## src/rtl/decr_counter_nx3.sv

```systemverilog
`timescale 1ns/1ps
// Loadable Nx3 down-counter with one-cycle terminal-count pulse and optional
// auto-reload; next value built from 3-bit decrement groups with borrow lookahead.
module decr_counter_nx3 #(
  parameter int unsigned GROUPS = 4
) (
  input  logic                  clk,
  input  logic                  rst_n,
  input  logic                  load,
  input  logic [3*GROUPS-1:0]   load_val,
  input  logic                  en,
  input  logic                  reload_en,
  output logic [3*GROUPS-1:0]   count,
  output logic                  busy,
  output logic                  zero,
  output logic                  tc
);

  localparam int unsigned W = 3 * GROUPS;

  typedef enum logic {
    IDLE = 1'b0,
    RUN  = 1'b1
  } state_t;

  state_t          state;
  logic [W-1:0]    reload_q;
  logic [GROUPS-1:0] gz;
  logic [GROUPS-1:0] borrow;
  logic [W-1:0]    dec;
  logic            is_one;

  always_comb begin
    gz = '0;
    for (int unsigned g = 0; g < GROUPS; g++) begin
      gz[g] = (count[3*g +: 3] == 3'b000);
    end
  end

  // Each group's borrow is the AND of all lower group-zero flags, so depth
  // scales with group count rather than bit count.
  always_comb begin
    borrow = '0;
    for (int unsigned g = 0; g < GROUPS; g++) begin
      borrow[g] = 1'b1;
      for (int unsigned k = 0; k < g; k++) begin
        borrow[g] = borrow[g] & gz[k];
      end
    end
  end

  always_comb begin
    dec = count;
    for (int unsigned g = 0; g < GROUPS; g++) begin
      if (borrow[g]) begin
        dec[3*g]     = ~count[3*g];
        dec[3*g + 1] = ~(count[3*g + 1] ^ count[3*g]);
        dec[3*g + 2] = count[3*g + 2] ^ (~count[3*g + 1] & ~count[3*g]);
      end
    end
  end

  assign is_one = (count == W'(1));
  assign zero   = (count == '0);

  always_ff @(posedge clk or negedge rst_n) begin
    if (!rst_n) begin
      state    <= IDLE;
      count    <= '0;
      reload_q <= '0;
      busy     <= 1'b0;
      tc       <= 1'b0;
    end else if (load) begin
      count    <= load_val;
      reload_q <= load_val;
      if (load_val != '0) begin
        state <= RUN;
        busy  <= 1'b1;
        tc    <= 1'b0;
      end else begin
        state <= IDLE;
        busy  <= 1'b0;
        tc    <= 1'b1;
      end
    end else if (state == RUN && en) begin
      if (is_one) begin
        tc <= 1'b1;
        if (reload_en) begin
          count <= reload_q;
        end else begin
          count <= '0;
          state <= IDLE;
          busy  <= 1'b0;
        end
      end else begin
        count <= dec;
        tc    <= 1'b0;
      end
    end else begin
      tc <= 1'b0;
    end
  end

endmodule

```

## config.mk

```make
export PLATFORM = sky130hd
export DESIGN_NAME = decr_counter_nx3
export DESIGN_NICKNAME = d
export VERILOG_FILES = /design/src/rtl/decr_counter_nx3.sv
export SDC_FILE = /design/constraint.sdc
export NUM_CORES = 1
export LEC_CHECK = 0
export ABC_AREA = 1
export CORE_MARGIN = 3
export CORE_UTILIZATION = 45
export DETAILED_ROUTE_END_ITERATION = 16
export PLACE_DENSITY_LB_ADDON = 0.12
export SETUP_SLACK_MARGIN = 0.3
export SYNTH_ARGS = -nofsm -noshare
export SYNTH_HDL_FRONTEND = slang
export SYNTH_SLANG_ARGS = --single-unit
```

## constraint.sdc

```tcl
create_clock -name clk -period 2.9 [get_ports clk]
set_input_delay 0.29 -clock clk [delete_from_list [all_inputs] [get_ports clk]]
set_output_delay 0.29 -clock clk [all_outputs]
set_load 0.03 [all_outputs]
```

==> out/metrics.yaml, run 1 <==
vias: 1420
post_cts_resized: 0
maxSlewHeadroom_pct: 57.0
status: "finished clean"
cts_buffers: 3
end_kind: "primary output"
clockBufferDepth: 2
io_buffers: 31
final_area_um2: 1980
synthMuxAreaShare_pct: 0
reg2reg_to: "count[6]"
antenna_left: 0
synth_top_family_by_area: "simple AND/OR/NAND/NOR gates"
maxCapViolCount: 0
firstDrtPassIters: 4
fp.dieW_um: 65.4
ios: 32
tns_ns: 0
hpwl_mm: 2.82
viasPerCell: 4.80
final.period_utilization_pct: 82.1
cp_num_buf_inv: 3
final_common_cell: "nand2_1"
ys_seq_elements: 26
crit_arrival_ns: 2.09
final_core_util_pct: 62.0
crit_top_cell: "inv_1"
synth-simple-area-share_pct: 40.4
slew_violations: 0
gr-total-overflow: 0
die_h_um: 65.4
synth_compound_area_share_pct: 4.96
synth.yosys.seq_area_share_pct: 40.9
hold_viol: 0
gp_congestion: 0.864
wl_per_cell_um: 12.2
required_ns: 2.61
rr_startpoint: "count[0]"
critPathMaxStageDelay_ns: 0.68
fill_cells: 316
min_period_ns: 2.38
insertion_delay_ns: 0.34
crit_path_cell_trace: "inv_1 -> ha_1 -> nand2_2 -> inv_1 -> nand2_1 -> nor2_1 -> clkdlybuf4s50_1"
num_antenna_cells: 0
dpl-instance-area_um2: 1950
reg2reg_slack_ns: 1.24
hp-class: "in2async"
finalNonFillerCells: 296
crit_type: "reg2out"
worstMarginPinSlew_ns: 0.644
row_count: 20
r2r_cells: 11
antenna_found_initial: 0
wl_mm: 3.62
final_layout_size_suffix_gt1_share_pct: 7.54
cpMaxStageDelayCell: "clkdlybuf4s50_1"
startpoint_type: "flop"
syn_inst: 220
synth_area_um2: 1590
grt.total_usage_pct: 18.7
ys.warnings.count: 0
fmax_ghz: 0.420
syn_area_per_cell_um2: 7.23
tritoncts: "yes"
peakVddDrop_mv: 0.245
final.setup_skew_ns: 0.00247
path_max_fanout: 3
grt_pass1_wl_mm: 6.17
synth_cell_types: 21
cp_top_family: "buffers and inverters"
htreeDepth: 1
clock-sinks: 26
root_buffer: "clkbuf_4"
core_area_um2: 3200
dp_cells: 292
rsz0062_at_grt: "no"
start_util_pct: 49.6
hold_ws_ns: 0.306
nets: 278
grt_pass1_vias: 1302
grt_max_degree: 27
final_cell_mix: "nand2_1, clkdlybuf4s50_1, dfrtp_1, nand3_1, inv_1"
cellLeakagePower_nw: 1.04
post-cts-setup-buffer-count: 0
synth-adder-area-share_pct: 6.29
first_iter_violations: 72
hold_buffers: 0
dieArea_um2: 4280
clk_pin_slew_worst_paths_ns: 0.14
setup-violations-final: 0
remaining_drc_errors: 0
syn2layout_area_growth_pct: 24.8
syn_nets: 245
powerDensity_nw_per_um2: 600
synth_xor_area_share_pct: 0.551
cell type report:
| class | count | area (um2) | area share, % |
|---|---|---|---|
| Clock buffer | 4 | 36.3 | 1.83 |
| Inverter | 23 | 86.3 | 4.35 |
| Multi-Input combinational cell | 166 | 831 | 41.9 |
| Sequential cell | 26 | 651 | 32.8 |
| Tap cell | 44 | 55.1 | 2.77 |
| Timing Repair Buffer | 33 | 325 | 16.4 |
routing by layer:
| metal | routed length, um | vias to the layer above | GRT usage, % |
|---|---|---|---|
| met5 | 0 | - | 0 |
| met4 | 52 | 0 | 6.22 |
| met3 | 208 | 6 | 2.91 |
| met2 | 1490 | 49 | 26.0 |
| met1 | 1870 | 610 | 29.1 |
| li1 | - | 755 | - |
metrics by stage:
step	setup WS, ns	power (W)
2_1_floorplan	1.19	0.000819
3_3_place_gp	0.824	0.00100
3_5_place_dp	0.795	0.00101
4_1_cts	0.487	0.00120
5_1_grt	0.440	0.00128
6_report	0.519	0.00119
synthesized netlist by cell type, drive strengths merged:
library cell,instances,area [um2]
a21oi,2,10.0
buf,4,18.8
clkbuf,1,3.75
dfrtp,26,651
ha,8,100
inv,23,86.3
nand2,101,414
nand3,23,115
nor2,17,95.1
nor4,3,18.8
o211ai,4,30.0
o21ai,7,38.8
xnor2,1,8.76
cell families (layout without fill, tap and decap cells):
group / count (synthesis) / count (layout)
and+or+nand+nor: 144 / 144
buffers and inverters: 28 / 60
DFF: 26 / 26
AOI/OAI and AO/OA: 13 / 13
adders and majority gates: 8 / 8
xor gates and xnor gates: 1 / 1
state kept, by name, summed over array words and instances, names as in the netlist:
| name | flops |
|---|---|
| tc | 1 |
| state | 1 |
| reload_q | 12 |
| count | 12 |
worst max-delay path by stage:
| stage | endpoint | cells after the start | from | slack [ns] |
|---|---|---|---|---|
| 6_report | zero | 7 | count[6] | 0.52 |
| 3_3_place_gp | count[11] | 8 | load | 0.82 |
| 4_1_cts | zero | 7 | count[6] | 0.49 |
| 5_1_grt | zero | 7 | count[6] | 0.44 |
| 2_1_floorplan | zero | 6 | count[6] | 1.19 |
| 3_5_place_dp | count[9] | 8 | load | 0.79 |
worst reg2reg max path, stage by stage (launching register included):
cell and delay (ns):
dfrtp_1 0.45, inv_1 0.09, ha_1 0.23, ha_1 0.20, nand2_1 0.07, inv_1 0.04, nor2_1 0.07, nand2_1 0.07
nand2_1 0.11, inv_1 0.08, nor2_1 0.09, nor2_1 0.05
where the power goes:
group / switching (W) / total [W] / leakage [nW] / internal, W
combinational: 0.000317 / 0.000527 / 0.704 / 0.000209
sequential: 0.0000534 / 0.000474 / 0.316 / 0.000420
clock: 0.000114 / 0.000191 / 0.0210 / 0.0000771
total: 0.000485 / 0.00119 / 1.04 / 0.000707
No activity file was read; power rests on OpenSTA's default activity.
==> inputs of run 2 (changes only) <==
==> constraint.sdc (replaced) <==
create_clock -name clk -period 2.4 [get_ports clk]
set_input_delay 0.24 -clock clk [delete_from_list [all_inputs] [get_ports clk]]
set_output_delay 0.24 -clock clk [all_outputs]
set_load 0.03 [all_outputs]
==> out/metrics.yaml, run 2 (synthesized netlist as in run 1, its figures left out) <==
setup-violations-final: 0  # unchanged
wl_per_cell_um: 12.5  # +2.4%
root_buffer: "clkbuf_4"
die_h_um: 65.4  # unchanged
vias: 1460  # +2.8%
final_layout_size_suffix_gt1_share_pct: 8.30  # +0.76 points
gp_congestion: 0.819  # -5.2%
min_period_ns: 1.83
dpl-instance-area_um2: 1960  # +0.39%
maxCapViolCount: 0  # unchanged
hold_viol: 0  # unchanged
final.period_utilization_pct: 76.4
cellLeakagePower_nw: 1.05  # +0.58%
final.setup_skew_ns: 0.00623  # +0.00376 ns
syn2layout_area_growth_pct: 24.9
status: "finished clean"
final_common_cell: "nand2_1"
grt.total_usage_pct: 19.6  # +0.88 points
clock-sinks: 26  # unchanged
end_kind: "primary output"
dp_cells: 293  # +0.34%
htreeDepth: 1  # unchanged
dieArea_um2: 4280  # unchanged
grt_max_degree: 27  # unchanged
io_buffers: 31  # unchanged
largestRegisters: "count: 12 flops, reload_q: 12 flops"
hp-class: "in2async"
viasPerCell: 4.92  # +2.5%
final_area_um2: 1990  # +0.13%
firstDrtPassIters: 4  # unchanged
path_max_fanout: 3  # unchanged
fmax_ghz: 0.546
row_count: 20  # unchanged
antenna_left: 0  # unchanged
slew_violations: 0  # unchanged
maxSlewHeadroom_pct: 75.4  # +18 points
crit_arrival_ns: 1.59  # -0.50 ns
grt_pass1_wl_mm: 6.42  # +4.0%
antenna_found_initial: 0  # unchanged
powerDensity_nw_per_um2: 725  # +21%
hold_buffers: 0  # unchanged
fp.dieW_um: 65.4  # unchanged
rsz0062_at_grt: "no"
startpoint_type: "flop"
core_area_um2: 3200  # unchanged
post-cts-setup-buffer-count: 0  # unchanged
cts_buffers: 3  # unchanged
grt_pass1_vias: 1349  # +3.6%
tritoncts: "yes"
tns_ns: 0  # unchanged
worstMarginPinSlew_ns: 0.369  # -0.275 ns
start_util_pct: 49.6  # unchanged
peakVddDrop_mv: 0.316  # +29%
remaining_drc_errors: 0  # unchanged
finalNonFillerCells: 297  # +0.34%
gr-total-overflow: 0  # unchanged
nets: 279  # +0.36%
hpwl_mm: 2.92  # +3.8%
clk_pin_slew_worst_paths_ns: 0.15  # about the same
wl_mm: 3.72  # +2.8%
final_cell_mix: "nand2_1, clkdlybuf4s50_1, dfrtp_1, nand3_1, inv_1"
clockBufferDepth: 2  # unchanged
first_iter_violations: 116  # +61%
insertion_delay_ns: 0.33  # about the same
num_antenna_cells: 0  # unchanged
ios: 32  # unchanged
hold_ws_ns: 0.262  # -0.0432 ns
crit_type: "reg2out"
required_ns: 2.16  # -0.45 ns
-- run 2: cell types whose count changed in the layout (fill, tap and decap cells not counted) --
cell / previous run / this run
buf_4: 2 / 3
clkbuf_2: 0 / 1
clkdlybuf4s50_1: 31 / 30
-- run 2: where the power goes --
group	switching, W	leakage, nW	internal, W
Clock	0.000137	0.0210	0.0000930
Combinational	0.000385	0.710	0.000253
Sequential	0.0000644	0.316	0.000508
Total	0.000586	1.05	0.000855
-- run 2: worst max-delay path, cell delays in order (launching register included) --
cell and delay [ns]:
dfrtp_1 0.42, inv_1 0.08, ha_1 0.22, nand2_2 0.12, inv_1 0.09, nand2_1 0.05
nor2_1 0.08, clkbuf_2 0.21
-- run 2: worst paths after layout --
kind | from | to | slack, ns | cells after the start
setup / recovery | count[6] | zero | 0.57 | 7
hold / removal | rst_n | count[6] | 0.26 | 2
setup reg to reg | count[1] | count[4] | 0.76 | 11
hold reg to reg | reload_q[4] | reload_q[4] | 0.49 | 2
max in group asynchronous | rst_n | count[0] | 1.88 | 2
min in group clk | reload_q[4] | reload_q[4] | 0.49 | 2
-- run 2: layer usage --
metal  up-vias  routed length [um]  track usage [%]
met2        42                1530             28.4
met1       654                1900             30.1
met4         0                  45             5.44
met3         5                 235             2.74
li1        759                   -                -
met5         -                   0                0
-- run 2: cell type report --
cell class / instances / area (um2)
multi-input combinational: 166 / 831
clock buffer: 4 / 36.3
sequential: 26 / 651
timing repair buffer: 34 / 328
tap: 44 / 55.1
fill: 331 / 1220
inverter: 23 / 86.3
-- run 2: metrics by stage --
| stage | utilization [%] | worst slack (ns) | total power [W] |
|---|---|---|---|
| floorplan | - | 0.741 | 0.000989 |
| global placement | 61.1 | 0.521 | 0.00121 |
| detailed placement | 61.1 | 0.472 | 0.00122 |
| CTS | 62.1 | 0.360 | 0.00145 |
| global route | 62.0 | 0.441 | 0.00156 |
| finish | 62.0 | 0.567 | 0.00144 |
-- run 2: repair_timing --
action	4_1_cts	5_1_grt
setup endpoints to repair	1	1
cloned	0	0
resized for setup	1	2
==> inputs of run 3 (changes only) <==
==> constraint.sdc (replaced) <==
create_clock -name clk -period 1.7 [get_ports clk]
set_input_delay 0.17 -clock clk [delete_from_list [all_inputs] [get_ports clk]]
set_output_delay 0.17 -clock clk [all_outputs]
set_load 0.03 [all_outputs]
==> out/metrics.yaml, run 3 (synthesized netlist as in run 1, its figures left out) <==
status: "finished clean"
nets: 294  # +5.4%
remaining_drc_errors: 0  # unchanged
io_buffers: 31  # unchanged
row_count: 20  # unchanged
maxSlewHeadroom_pct: 75.0  # -0.36 points
cp_num_buf_inv: 2  # -1
root_buffer: "clkbuf_4"
final_cell_mix: "nand2_1, nand3_1, dfrtp_1, clkdlybuf4s50_1, buf_4"
final_area_um2: 2310  # +16%
clock-sinks: 26  # unchanged
setup-violations-final: 0  # unchanged
startpoint_type: "flop"
hold_viol: 0  # unchanged
largestRegisters: "count: 12 flops, reload_q: 12 flops"
grt_pass1_wl_mm: 6.74  # +5.0%
antenna_left: 0  # unchanged
rr_startpoint: "count[7]"
cpMaxStageDelayCell: "dfrtp_2"
required_ns: 1.53  # -0.63 ns
core_area_um2: 3200  # unchanged
grt.total_usage_pct: 20.3  # +0.73 points
vias: 1556  # +6.6%
antenna_found_initial: 0  # unchanged
syn2layout_area_growth_pct: 45.2
clk_pin_slew_worst_paths_ns: 0.14  # about the same
fmax_ghz: 0.623
first_iter_violations: 69  # -41%
dieArea_um2: 4280  # unchanged
p_clk_share_pct: 13.8  # -2.2 points
cellLeakagePower_nw: 1.13  # +8.2%
hp-class: "in2async"
ios: 32  # unchanged
end_kind: "primary output"
seq_area_um2: 662  # +1.7%
tritoncts: "yes"
rsz0062_at_grt: "yes"
reg2reg_slack_ns: 0.16  # -0.60 ns
maxCapViolCount: 0  # unchanged
tns_ns: 0  # unchanged
final_layout_size_suffix_gt1_share_pct: 32.5  # +24 points
hpwl_mm: 2.90  # -0.69%
clockBufferDepth: 2  # unchanged
internal_power_w: 0.00133  # +55%
final.period_utilization_pct: 94.4
insertion_delay_ns: 0.32  # about the same
cp_top_family: "flip-flops"
finalNonFillerCells: 312  # +5.1%
worstMarginPinSlew_ns: 0.371  # +0.00232 ns
r2r_cells: 10  # -1
slew_violations: 0  # unchanged
powerDensity_nw_per_um2: 999  # +38%
die_h_um: 65.4  # unchanged
final.setup_skew_ns: 0.000929  # -0.00530 ns
crit_arrival_ns: 1.43  # -0.16 ns
firstDrtPassIters: 4  # unchanged
power_frac_seq_pct: 35.4  # -4.4 points
gr-total-overflow: 0  # unchanged
peakVddDrop_mv: 0.402  # +27%
crit_type: "reg2out"
grt_max_degree: 27  # unchanged
reg2reg_to: "count[3]"
grt_pass1_vias: 1469  # +8.9%
dp_cells: 294  # +0.34%
start_util_pct: 49.6  # unchanged
power_switching_w: 0.000979  # +67%
fill_cells: 280  # -15%
min_period_ns: 1.60
critPathMaxStageDelay_ns: 0.47  # +0.05 ns
gp_congestion: 0.841  # +2.7%
viasPerCell: 4.99  # +1.5%
p_comb_share_pct: 50.8  # +6.5 points
cts_buffers: 3  # unchanged
fp.dieW_um: 65.4  # unchanged
htreeDepth: 1  # unchanged
num_antenna_cells: 0  # unchanged
path_max_fanout: 4  # +1
crit_path_cell_trace: "nor2_4 -> nand2_4 -> inv_2 -> nand2_1 -> nor2_2 -> buf_6"
final_common_cell: "nand2_1"
switching_share_pct: 42.5  # +1.8 points
multiInputGateArea_um2: 1050  # +26%
dpl-instance-area_um2: 2020  # +3.3%
wl_per_cell_um: 13.6  # +8.7%
wl_mm: 4.25  # +14%
run 3: worst max-delay path by stage:
stage | startpoint | end | cells past startpoint
floorplan | count[7] | count[5] | 11
global placement | count[1] | count[5] | 11
detailed placement | count[1] | count[5] | 11
CTS | count[6] | zero | 7
global route | count[6] | zero | 7
finish | count[5] | zero | 6
run 3: metal layers:
layer | global-route usage [%] | up-vias | wire length (um)
met5 | 0 | - | 0
met4 | 5.44 | 0 | 51
met3 | 2.22 | 6 | 205
met2 | 32.9 | 43 | 1970
met1 | 28.8 | 713 | 2020
li1 | - | 794 | -
run 3: layout make-up:
type	instances	area share (%)
Clock buffer	4	1.57
Inverter	23	4.17
Multi-Input combinational cell	166	45.3
Sequential cell	26	28.7
Tap cell	44	2.38
Timing Repair Buffer	49	17.9
run 3: power groups by stage:
stage / Sequential (W) / Combinational [W] / Clock, W
global route: 0.000831 / 0.00128 / 0.000351
floorplan: 0.000975 / 0.000485 / 0
global placement: 0.000835 / 0.000952 / 0
detailed placement: 0.000840 / 0.000952 / 0
CTS: 0.000806 / 0.00103 / 0.000327
finish: 0.000818 / 0.00117 / 0.000318
run 3: per-stage QoR:
step | total power [W] | util, % | hold WS (ns) | worst slack [ns]
5_1_grt | 0.00246 | 72.1 | 0.207 | 0.0224
6_report | 0.00231 | 72.1 | 0.195 | 0.0952
3_3_place_gp | 0.00179 | 63.0 | 0.453 | 0.158
3_5_place_dp | 0.00179 | 63.0 | 0.460 | 0.146
2_1_floorplan | 0.00146 | - | -0.126 | 0.221
4_1_cts | 0.00216 | 67.9 | 0.197 | 0.0972
run 3: what timing repair did:
action | CTS | global route
endpoints found under the setup margin | 29 | 22
pin swaps | 6 | 24
resized for setup | 31 | 43
buffers inserted | 12 | 2
hold buffers | 0 | 0
